## config.mk

```make
export PLATFORM = sky130hd
export DESIGN_NAME = arbitro_fila_flat
export DESIGN_NICKNAME = d
export VERILOG_FILES = /design/src/rtl/arbitro_fila_if.sv /design/src/rtl/arbitro_fila.sv /design/src/flat_wrapper.sv
export SDC_FILE = /design/constraint.sdc
export NUM_CORES = 1
export LEC_CHECK = 0
export CAP_MARGIN = 20
export CELL_PAD_IN_SITES_DETAIL_PLACEMENT = 1
export CELL_PAD_IN_SITES_GLOBAL_PLACEMENT = 1
export CORE_MARGIN = 2
export CORE_UTILIZATION = 29
export CTS_BUF_LIST = sky130_fd_sc_hd__clkbuf_4
export DETAILED_ROUTE_END_ITERATION = 10
export GPL_TIMING_DRIVEN = 0
export MAX_ROUTING_LAYER = met4
export PLACE_DENSITY_LB_ADDON = 0.1
export SETUP_SLACK_MARGIN = 0.5
export SYNTH_ARGS = -nofsm -noshare
export SYNTH_HDL_FRONTEND = slang
export SYNTH_SLANG_ARGS = --single-unit
```

## constraint.sdc

```tcl
create_clock -name clk -period 2 [get_ports clk]
set_input_delay 0.4 -clock clk [delete_from_list [all_inputs] [get_ports clk]]
set_output_delay 0.4 -clock clk [all_outputs]
set_load 0.02 [all_outputs]
```

## src/rtl/arbitro_fila_if.sv

```systemverilog
// Purpose: bundles the producer request/data lines and the fila write port seen by arbitro_fila.
// Latency: none, signal container only.
// Backpressure: fila_cheia travels toward the arbiter; a high level blocks every write strobe.
// Ports: req/dado_req/ultimo come from the producers, fila_cheia from the fila;
//        gnt/dono/ocupado go back to the producers, carregar_data/data_ent go to the fila.
interface arbitro_fila_if #(
  parameter int N_REQ   = 4,
  parameter int LARGURA = 8
);
  localparam int IW = $clog2(N_REQ);

  logic [N_REQ-1:0]         req;
  logic [N_REQ*LARGURA-1:0] dado_req;
  logic [N_REQ-1:0]         ultimo;
  logic                     fila_cheia;
  logic [N_REQ-1:0]         gnt;
  logic [IW-1:0]            dono;
  logic                     ocupado;
  logic                     carregar_data;
  logic [LARGURA-1:0]       data_ent;

  // Arbiter side: it owns the fila write port and the grant lines.
  modport master (
    input  req, dado_req, ultimo, fila_cheia,
    output gnt, dono, ocupado, carregar_data, data_ent
  );

  // Producer/fila side.
  modport slave (
    output req, dado_req, ultimo, fila_cheia,
    input  gnt, dono, ocupado, carregar_data, data_ent
  );
endinterface

```

## src/rtl/arbitro_fila.sv

```systemverilog
// Purpose: round-robin arbiter sharing the single fila write port among N_REQ producers, bursts up to RAJADA_MAX beats.
// Latency: grant one cycle after a request is seen in OCIOSO; write strobe/data combinational from the owner's inputs.
// Backpressure: fila_cheia suppresses the write strobe and freezes the beat count; the grant is held meanwhile.
// Ports: clk, rst (sync, active-high); bus = arbitro_fila_if.master carrying req/dado_req/ultimo/fila_cheia in
//        and gnt/dono/ocupado/carregar_data/data_ent out.
module arbitro_fila #(
  parameter int N_REQ      = 4,
  parameter int LARGURA    = 8,
  parameter int RAJADA_MAX = 4
) (
  input  logic           clk,
  input  logic           rst,
  arbitro_fila_if.master bus
);
  localparam int IW = $clog2(N_REQ);

  typedef enum logic {OCIOSO = 1'b0, CONCEDIDO = 1'b1} estado_t;

  estado_t            estado, estado_prox;
  logic [N_REQ-1:0]   gnt_q, gnt_prox;
  logic [IW-1:0]      dono_q, dono_prox;
  logic [IW-1:0]      prio_q, prio_prox;
  logic [3:0]         cont_q, cont_prox;

  logic               sel_ok;
  logic [IW-1:0]      sel_idx;
  logic [IW-1:0]      cand;
  logic               req_dono;
  logic               ult_dono;
  logic [LARGURA-1:0] dado_dono;
  logic               beat;
  logic               libera;
  logic [4:0]         cont_mais1;

  // Rotating-priority pick: first requester found scanning prio, prio+1, ... mod N_REQ.
  always_comb begin
    sel_ok  = 1'b0;
    sel_idx = '0;
    cand    = '0;
    for (int k = 0; k < N_REQ; k++) begin
      cand = IW'((int'(prio_q) + k) % N_REQ);
      if (!sel_ok && bus.req[cand]) begin
        sel_ok  = 1'b1;
        sel_idx = cand;
      end
    end
  end

  // Owner's request, last marker and data, selected with constant slices.
  always_comb begin
    req_dono  = 1'b0;
    ult_dono  = 1'b0;
    dado_dono = '0;
    for (int i = 0; i < N_REQ; i++) begin
      if (dono_q == IW'(i)) begin
        req_dono  = bus.req[i];
        ult_dono  = bus.ultimo[i];
        dado_dono = bus.dado_req[i*LARGURA +: LARGURA];
      end
    end
  end

  // Next-state and beat/release decisions.
  always_comb begin
    estado_prox = estado;
    gnt_prox    = gnt_q;
    dono_prox   = dono_q;
    prio_prox   = prio_q;
    cont_prox   = cont_q;
    beat        = 1'b0;
    libera      = 1'b0;
    cont_mais1  = {1'b0, cont_q} + 5'd1;
    case (estado)
      OCIOSO: begin
        if (sel_ok) begin
          estado_prox = CONCEDIDO;
          dono_prox   = sel_idx;
          gnt_prox    = N_REQ'(1) << sel_idx;
          cont_prox   = '0;
        end
      end
      CONCEDIDO: begin
        // A reset cycle never carries a beat, even mid-burst.
        beat   = req_dono & ~bus.fila_cheia & ~rst;
        // Dropping req is an abandon; last/cap releases only count on a real beat.
        libera = ~req_dono | (beat & (ult_dono | (cont_mais1 == 5'(RAJADA_MAX))));
        if (beat && cont_q != 4'hF) begin
          cont_prox = cont_q + 4'd1;
        end
        if (libera) begin
          estado_prox = OCIOSO;
          gnt_prox    = '0;
          prio_prox   = IW'((int'(dono_q) + 1) % N_REQ);
          cont_prox   = '0;
        end
      end
      default: estado_prox = OCIOSO;
    endcase
  end

  always_ff @(posedge clk) begin
    if (rst) begin
      estado <= OCIOSO;
      gnt_q  <= '0;
      dono_q <= '0;
      prio_q <= '0;
      cont_q <= '0;
    end else begin
      estado <= estado_prox;
      gnt_q  <= gnt_prox;
      dono_q <= dono_prox;
      prio_q <= prio_prox;
      cont_q <= cont_prox;
    end
  end

  assign bus.gnt           = gnt_q;
  assign bus.dono          = dono_q;
  assign bus.ocupado       = (estado == CONCEDIDO);
  assign bus.carregar_data = beat;
  assign bus.data_ent      = (estado == CONCEDIDO) ? dado_dono : '0;
endmodule

```

## src/flat_wrapper.sv

```systemverilog
// flat-port wrapper written by rule: the top's interface ports become plain ports
module arbitro_fila_flat 
#(
  parameter int N_REQ      = 4,
  parameter int LARGURA    = 8,
  parameter int RAJADA_MAX = 4
)
  (clk, rst, bus_req, bus_dado_req, bus_ultimo, bus_fila_cheia, bus_gnt, bus_dono, bus_ocupado, bus_carregar_data, bus_data_ent);
  arbitro_fila_if #(.N_REQ(N_REQ), .LARGURA(LARGURA)) bus_i ();
  input  logic clk;
  input  logic rst;
  input wire logic [$bits(bus_i.req)-1:0] bus_req;
  input wire logic [$bits(bus_i.dado_req)-1:0] bus_dado_req;
  input wire logic [$bits(bus_i.ultimo)-1:0] bus_ultimo;
  input wire logic [$bits(bus_i.fila_cheia)-1:0] bus_fila_cheia;
  output wire logic [$bits(bus_i.gnt)-1:0] bus_gnt;
  output wire logic [$bits(bus_i.dono)-1:0] bus_dono;
  output wire logic [$bits(bus_i.ocupado)-1:0] bus_ocupado;
  output wire logic [$bits(bus_i.carregar_data)-1:0] bus_carregar_data;
  output wire logic [$bits(bus_i.data_ent)-1:0] bus_data_ent;
  assign bus_i.req = bus_req;
  assign bus_i.dado_req = bus_dado_req;
  assign bus_i.ultimo = bus_ultimo;
  assign bus_i.fila_cheia = bus_fila_cheia;
  assign bus_gnt = bus_i.gnt;
  assign bus_dono = bus_i.dono;
  assign bus_ocupado = bus_i.ocupado;
  assign bus_carregar_data = bus_i.carregar_data;
  assign bus_data_ent = bus_i.data_ent;
  arbitro_fila #(.N_REQ(N_REQ), .LARGURA(LARGURA), .RAJADA_MAX(RAJADA_MAX)) u_core (.clk(clk), .rst(rst), .bus(bus_i));
endmodule
```

; ---- Yosys cells after proc, flatten, opt, wreduce, memory -nomap -nowiden
; Index checks and enable logic that the tools add are counted.
[classes]
bitwise = 9
muxes = 40
div = 0
n_eq_ne = 8
magnitude_cmp = 4
n_reduce_logical = 12
n_shift = 1
mul = 0
add_sub_neg = 6
[ops]
columns = cell, count
row1 = 2-to-1 mux 8 bit, 5
row2 = 2-to-1 mux 4 bit, 5
row3 = 2-to-1 mux 1 bit, 19
row4 = one-hot mux 4 bit (2 select lines), 2
row5 = "less-than comparator 2 x 3 -> 1 bit, second input constant", 4
row6 = binary-select mux 1 bit (select 2 bit), 4
row7 = 2-to-1 mux 2 bit, 4
row8 = AND reduction 2 bit, 4
row9 = "adder 4 x 1 -> 5 bit, second input constant", 1
row10 = "equality test 5 x 3 -> 1 bit, second input constant", 1
row11 = "adder 2 x 1 -> 2 bit, second input constant", 2
row12 = "adder 2 bit, second input constant", 2
row13 = "adder 4 x 1 -> 4 bit, second input constant", 1
row14 = "equality test 2 bit, second input constant", 2
row15 = logical AND 1 bit, 4
row16 = "!= test 4 bit, second input constant", 1
row17 = inverter 1 bit, 4
row18 = "left shift 1 x 2 -> 4 bit, first input constant", 1
row19 = bitwise AND 1 bit, 3
row20 = logical NOT 1 bit, 3
row21 = "!= test 3 bit, second input constant", 1
row22 = "equality test 2 x 1 -> 1 bit, second input constant", 1
row23 = logical NOT 2 bit, 1
row24 = "!= test 2 x 1 -> 1 bit, second input constant", 1
row25 = other kinds (3), 4
[word_totals]
rom_bits = 0
ram_bits = 0
output_inout_bits = 16
memories = 0
register_bits = 13
latch_bits = 0
inputBits = 43

; ---- Longest topological paths before layout
[logic_depth]
depth_word = 15
depth_mapped = 8

; ---- Worst setup path after synthesis
; No wires, ideal clock.
[synth_timing]
kind = reg2out
startpoint = register u_core.dono_q[1], in the netlist u_core.bus.dono[1]
endpoint = output bus_data_ent[1]
t_arrival_ns = 1.735
path_buffers = 1
t_required_ns = 1.600
path_stages_with_launch = 9
path_slack_ns = -0.135
cell_sequence = dfxtp_1 -> inv_1 -> ha_1 -> clkbuf_1 -> nand3b_1 -> a21oi_1 -> a21oi_1 -> o21ai_0 -> and2_1
[synth_via]
elab_chain_cells = 6
elab_cells_between_ends = 9
cone_classes = eq/ne (3) / mux (5) / reduce/logical (1)
[synth_lines]
columns = item, line_no
row1 = from (decl), arbitro_fila.sv:21  ; logic [IW-1:0] dono_q, dono_prox;
row2 = from (signal assigned), arbitro_fila.sv:111  ; dono_q <= dono_prox;
row3 = logical NOT 2 bit, arbitro_fila.sv:55  ; if (dono_q == IW'(i)) begin
row4 = 2-to-1 mux 8 bit (3 in series), arbitro_fila.sv:55
row5 = 2-to-1 mux 8 bit (*), arbitro_fila.sv:55
row6 = 2-to-1 mux 8 bit (*), arbitro_fila.sv:121  ; assign bus.data_ent = (estado == CONCEDIDO) ? dado_dono : '0;
row7 = to (decl), flat_wrapper.sv:20  ; output wire logic [$bits(bus_i.data_ent)-1:0] bus_data_ent;
; Every way passes the cells marked *; elsewhere a longest branch is shown, timed or not.

; ---- Worst setup path in the final report
[layout_timing]
startpoint = register u_core.dono_q[1], in the netlist u_core.bus.dono[1]
endpoint = output bus_data_ent[6]
; The elaborated chain is that of the path after synthesis.

==> impl_metrics.toml <==
[grt]
busiest_layer = "met2"
use_met3_pct = 3.319
gr-total-overflow = 0
grt_pass1_vias = 1640
grt_pass1_wl_mm = 7.700
met2_usage_pct = 34.29
grt_use_met1_pct = 24.30
grt_max_degree = 11
antenna_found_initial = 0
track_usage_pct = 19.59

[floorplan]
die-area_um2 = 4906
rows = 24
fp.dieW_um = 70.05
core_area_um2 = 4264
start_util_pct = 29.67
io_pins = 59
chipHeight_um = 70.05

[setup_path]
cp-end-kind = "primary output"
start_kind = "register"
required_ns = 1.60
path_class = "reg2out"
worst-path-max-fanout = 9
arrival_ns = 1.85

[timing]
setup_slack_ns = -0.2454
clock_skew_ns = 0.007525
maxSlewHeadroom_pct = 62.27
rsz0062_at_grt = "yes"
fin_setup_tns_ns = -2.598
max_freq_mhz = 445.4
finalMaxSlewViolations = 0
min_period_over_period_pct = 112.3
period_minus_slack_ns = 2.245
worst_pin_slew_ns = 0.5639
finalSetupViolCount = 19
hold_viol = 0

[synth]
synth-main-ff-cell = "dfxtp_1"
synth_edf_count = 0
synth_fp_nets = 216
yosys-top-cells-area = "dfxtp_1, a21oi_1, ha_1"
yosys.area.top_type = "dfxtp_1"
yosysWarnings = 0
ys_seq_area_share_pct = 20.57
synth_top_cell_area_share_pct = 20.57
synthesis.area_um2 = 1265
synth_cell_types = 50
synth_area_per_cell_um2 = 7.575
async_flop_share_pct = 0
synthCells = 167
synth-seq-cells = 13

[power]
power_switching_uw = 446.4
clkPwrFrac_pct = 14.7
p_int_uw = 712.8
power_mw = 1.159
comb_power_share_pct = 59.3
p_leak_nw = 0.9309
sequentialPowerShare_pct = 26.0
ir_drop_mv = 0.4949
swShare_pct = 38.51
powerDensity_nw_per_um2 = 482.6

[routing]
wl_per_cell_um = 16.89
drc = 0
drt_iter0_markers = 40
vias = 1571
wirelength_mm = 5.032
first_pass_iters = 4
antenna_left = 0
vias_per_cell = 5.272

[outcome]
status = "complete, but fails checks"
violations = "negative setup slack"

[clock_tree]
clk_pin_slew_ns = 0.09
htree_levels = 1
clk_latency_ns = 0.28
cts_tree = "done"
clock_sinks = 13
cts-root-buf = "clkbuf_4"
cts_made_buffers = 3
clock_path_buffers = 2

[hold_path]
hold_path_class = "in2reg"

[placed_design]
dp_slack_ns = -0.6007
portBuffers = 57
gp_congestion = 0.8314
place_hpwl_mm = 3.523

[flow_run]
cap_viol_max_count = 0

[final_layout]
syn2layout_area_growth_pct = 89.91
diodes = 0
final_nets = 296
n_fill_cell = 492
drive_gt1_share_pct = 37.80
==> state kept, by name, summed over array words and instances (netlist names) <==
| name | flops |
|---|---|
| u_core.bus.dono | 2 |
| u_core.bus.gnt | 4 |
| u_core.bus.ocupado | 1 |
| u_core.cont_q | 4 |
| u_core.prio_q | 2 |
==> cell families after synthesis <==
group / after synthesis / synth area share (%)
compound gates: 57 / 34.03
fa+ha+maj: 6 / 5.935
buf+inv: 16 / 5.736
flops: 13 / 20.57
mux: 2 / 1.583
simple gates: 73 / 32.15
==> final timing paths <==
path / startpoint / endpoint / slack, ns / cells past startpoint
setup / recovery: u_core.bus.dono[1] / bus_data_ent[6] / -0.25 / 9
hold reg to reg: u_core.bus.gnt[2] / u_core.bus.gnt[2] / 0.48 / 2
setup reg to reg: u_core.bus.dono[1] / u_core.cont_q[2] / -0.12 / 11
hold / removal: rst / u_core.bus.dono[1] / 0.30 / 2
==> power by group through the flow <==
stage          combinational (mW)  clock [mW]  sequential (mW)
6_report                    0.688       0.170            0.301
5_1_grt                     0.738       0.184            0.304
4_1_cts                     0.608       0.174            0.302
3_5_place_dp                0.543           0            0.307
3_3_place_gp                0.527           0            0.305
2_1_floorplan               0.319           0            0.316
==> critical path: stages, from the launching register on <==
cell	delay, ns
dfxtp_4	0.39
buf_4	0.14
ha_4	0.15
buf_8	0.14
buf_12	0.14
a221oi_4	0.18
nor3_2	0.08
a21oi_2	0.14
nor2_2	0.05
buf_6	0.14
==> metal layers <==
metal	wire, µm	share of wire, %
met5	0	0
met4	52	1.0
met3	131	2.6
met2	2706	54
met1	2142	43
==> synthesized netlist by cell type (2+ instances only) <==
cell	instances
a21oi_1	18
nand2_1	17
dfxtp_1	13
nand3_1	10
nor2_1	9
and2_1	7
clkbuf_1	6
ha_1	6
inv_1	6
nand3b_1	6
o21ai_0	6
o21ai_1	5
nor2b_1	4
nor3_1	4
a221oi_1	3
nand4_1	3
or2b_1	3
a21o_1	2
a31oi_1	2
and3b_1	2
mux2i_1	2
nand2b_1	2
o2111ai_1	2
o211ai_1	2
o2bb2ai_1	2
==> per-stage QoR <==
| stage | instances | cell area [µm²] | util [%] | hold WS, ns |
|---|---|---|---|---|
| 6_report | 298 | 2402 | 56.34 | 0.3035 |
| 4_1_cts | 292 | 2237 | 52.46 | 0.2993 |
| 3_5_place_dp | 276 | 2048 | 48.03 | 0.4617 |
| 2_1_floorplan | 167 | 1413 | - | 0.4882 |
| 5_1_grt | 298 | 2402 | 56.34 | 0.3023 |
| 3_3_place_gp | 276 | 2048 | 48.03 | 0.4506 |
==> timing repair <==
action,4_1_cts,5_1_grt
buffers inserted,11,5
gates cloned,1,1
resized for setup,73,32
pin swaps,20,13
setup endpoints to repair,29,23
hold buffers,0,0
==> cell type report <==
type                    count  area, µm²  area share [%]
plain buffers              10      95.09           3.958
clock buffers               3      22.52          0.9375
clock inverters             1      5.005          0.2083
inverters                   6      27.53           1.146
multi-input cells         138       1189           49.48
flip-flops and latches     13      267.8           11.15
well taps                  52      65.06           2.708
repair buffers             75      730.7           30.42
==> layout by cell type, fill, tap and decap left out, types with 4 or more instances in the layout <==
| master | Yosys | routed |
|---|---|---|
| nand3_1 | 10 | 9 |
| clkdlybuf4s50_1 | 0 | 37 |
| ha_4 | 0 | 4 |
| buf_6 | 1 | 15 |
| a21oi_1 | 18 | 13 |
| dfxtp_1 | 13 | 11 |
| nand2_1 | 17 | 17 |
| a221oi_4 | 1 | 4 |
| and2_4 | 0 | 5 |
| dlygate4sd2_1 | 0 | 7 |
| buf_4 | 1 | 11 |
| clkbuf_4 | 0 | 4 |
| clkbuf_2 | 0 | 5 |
| inv_1 | 6 | 4 |
| nor2_1 | 9 | 5 |
| nand3b_1 | 6 | 6 |
| o21ai_1 | 5 | 8 |
| a21oi_2 | 0 | 5 |
(Power assumes the default switching activity.)
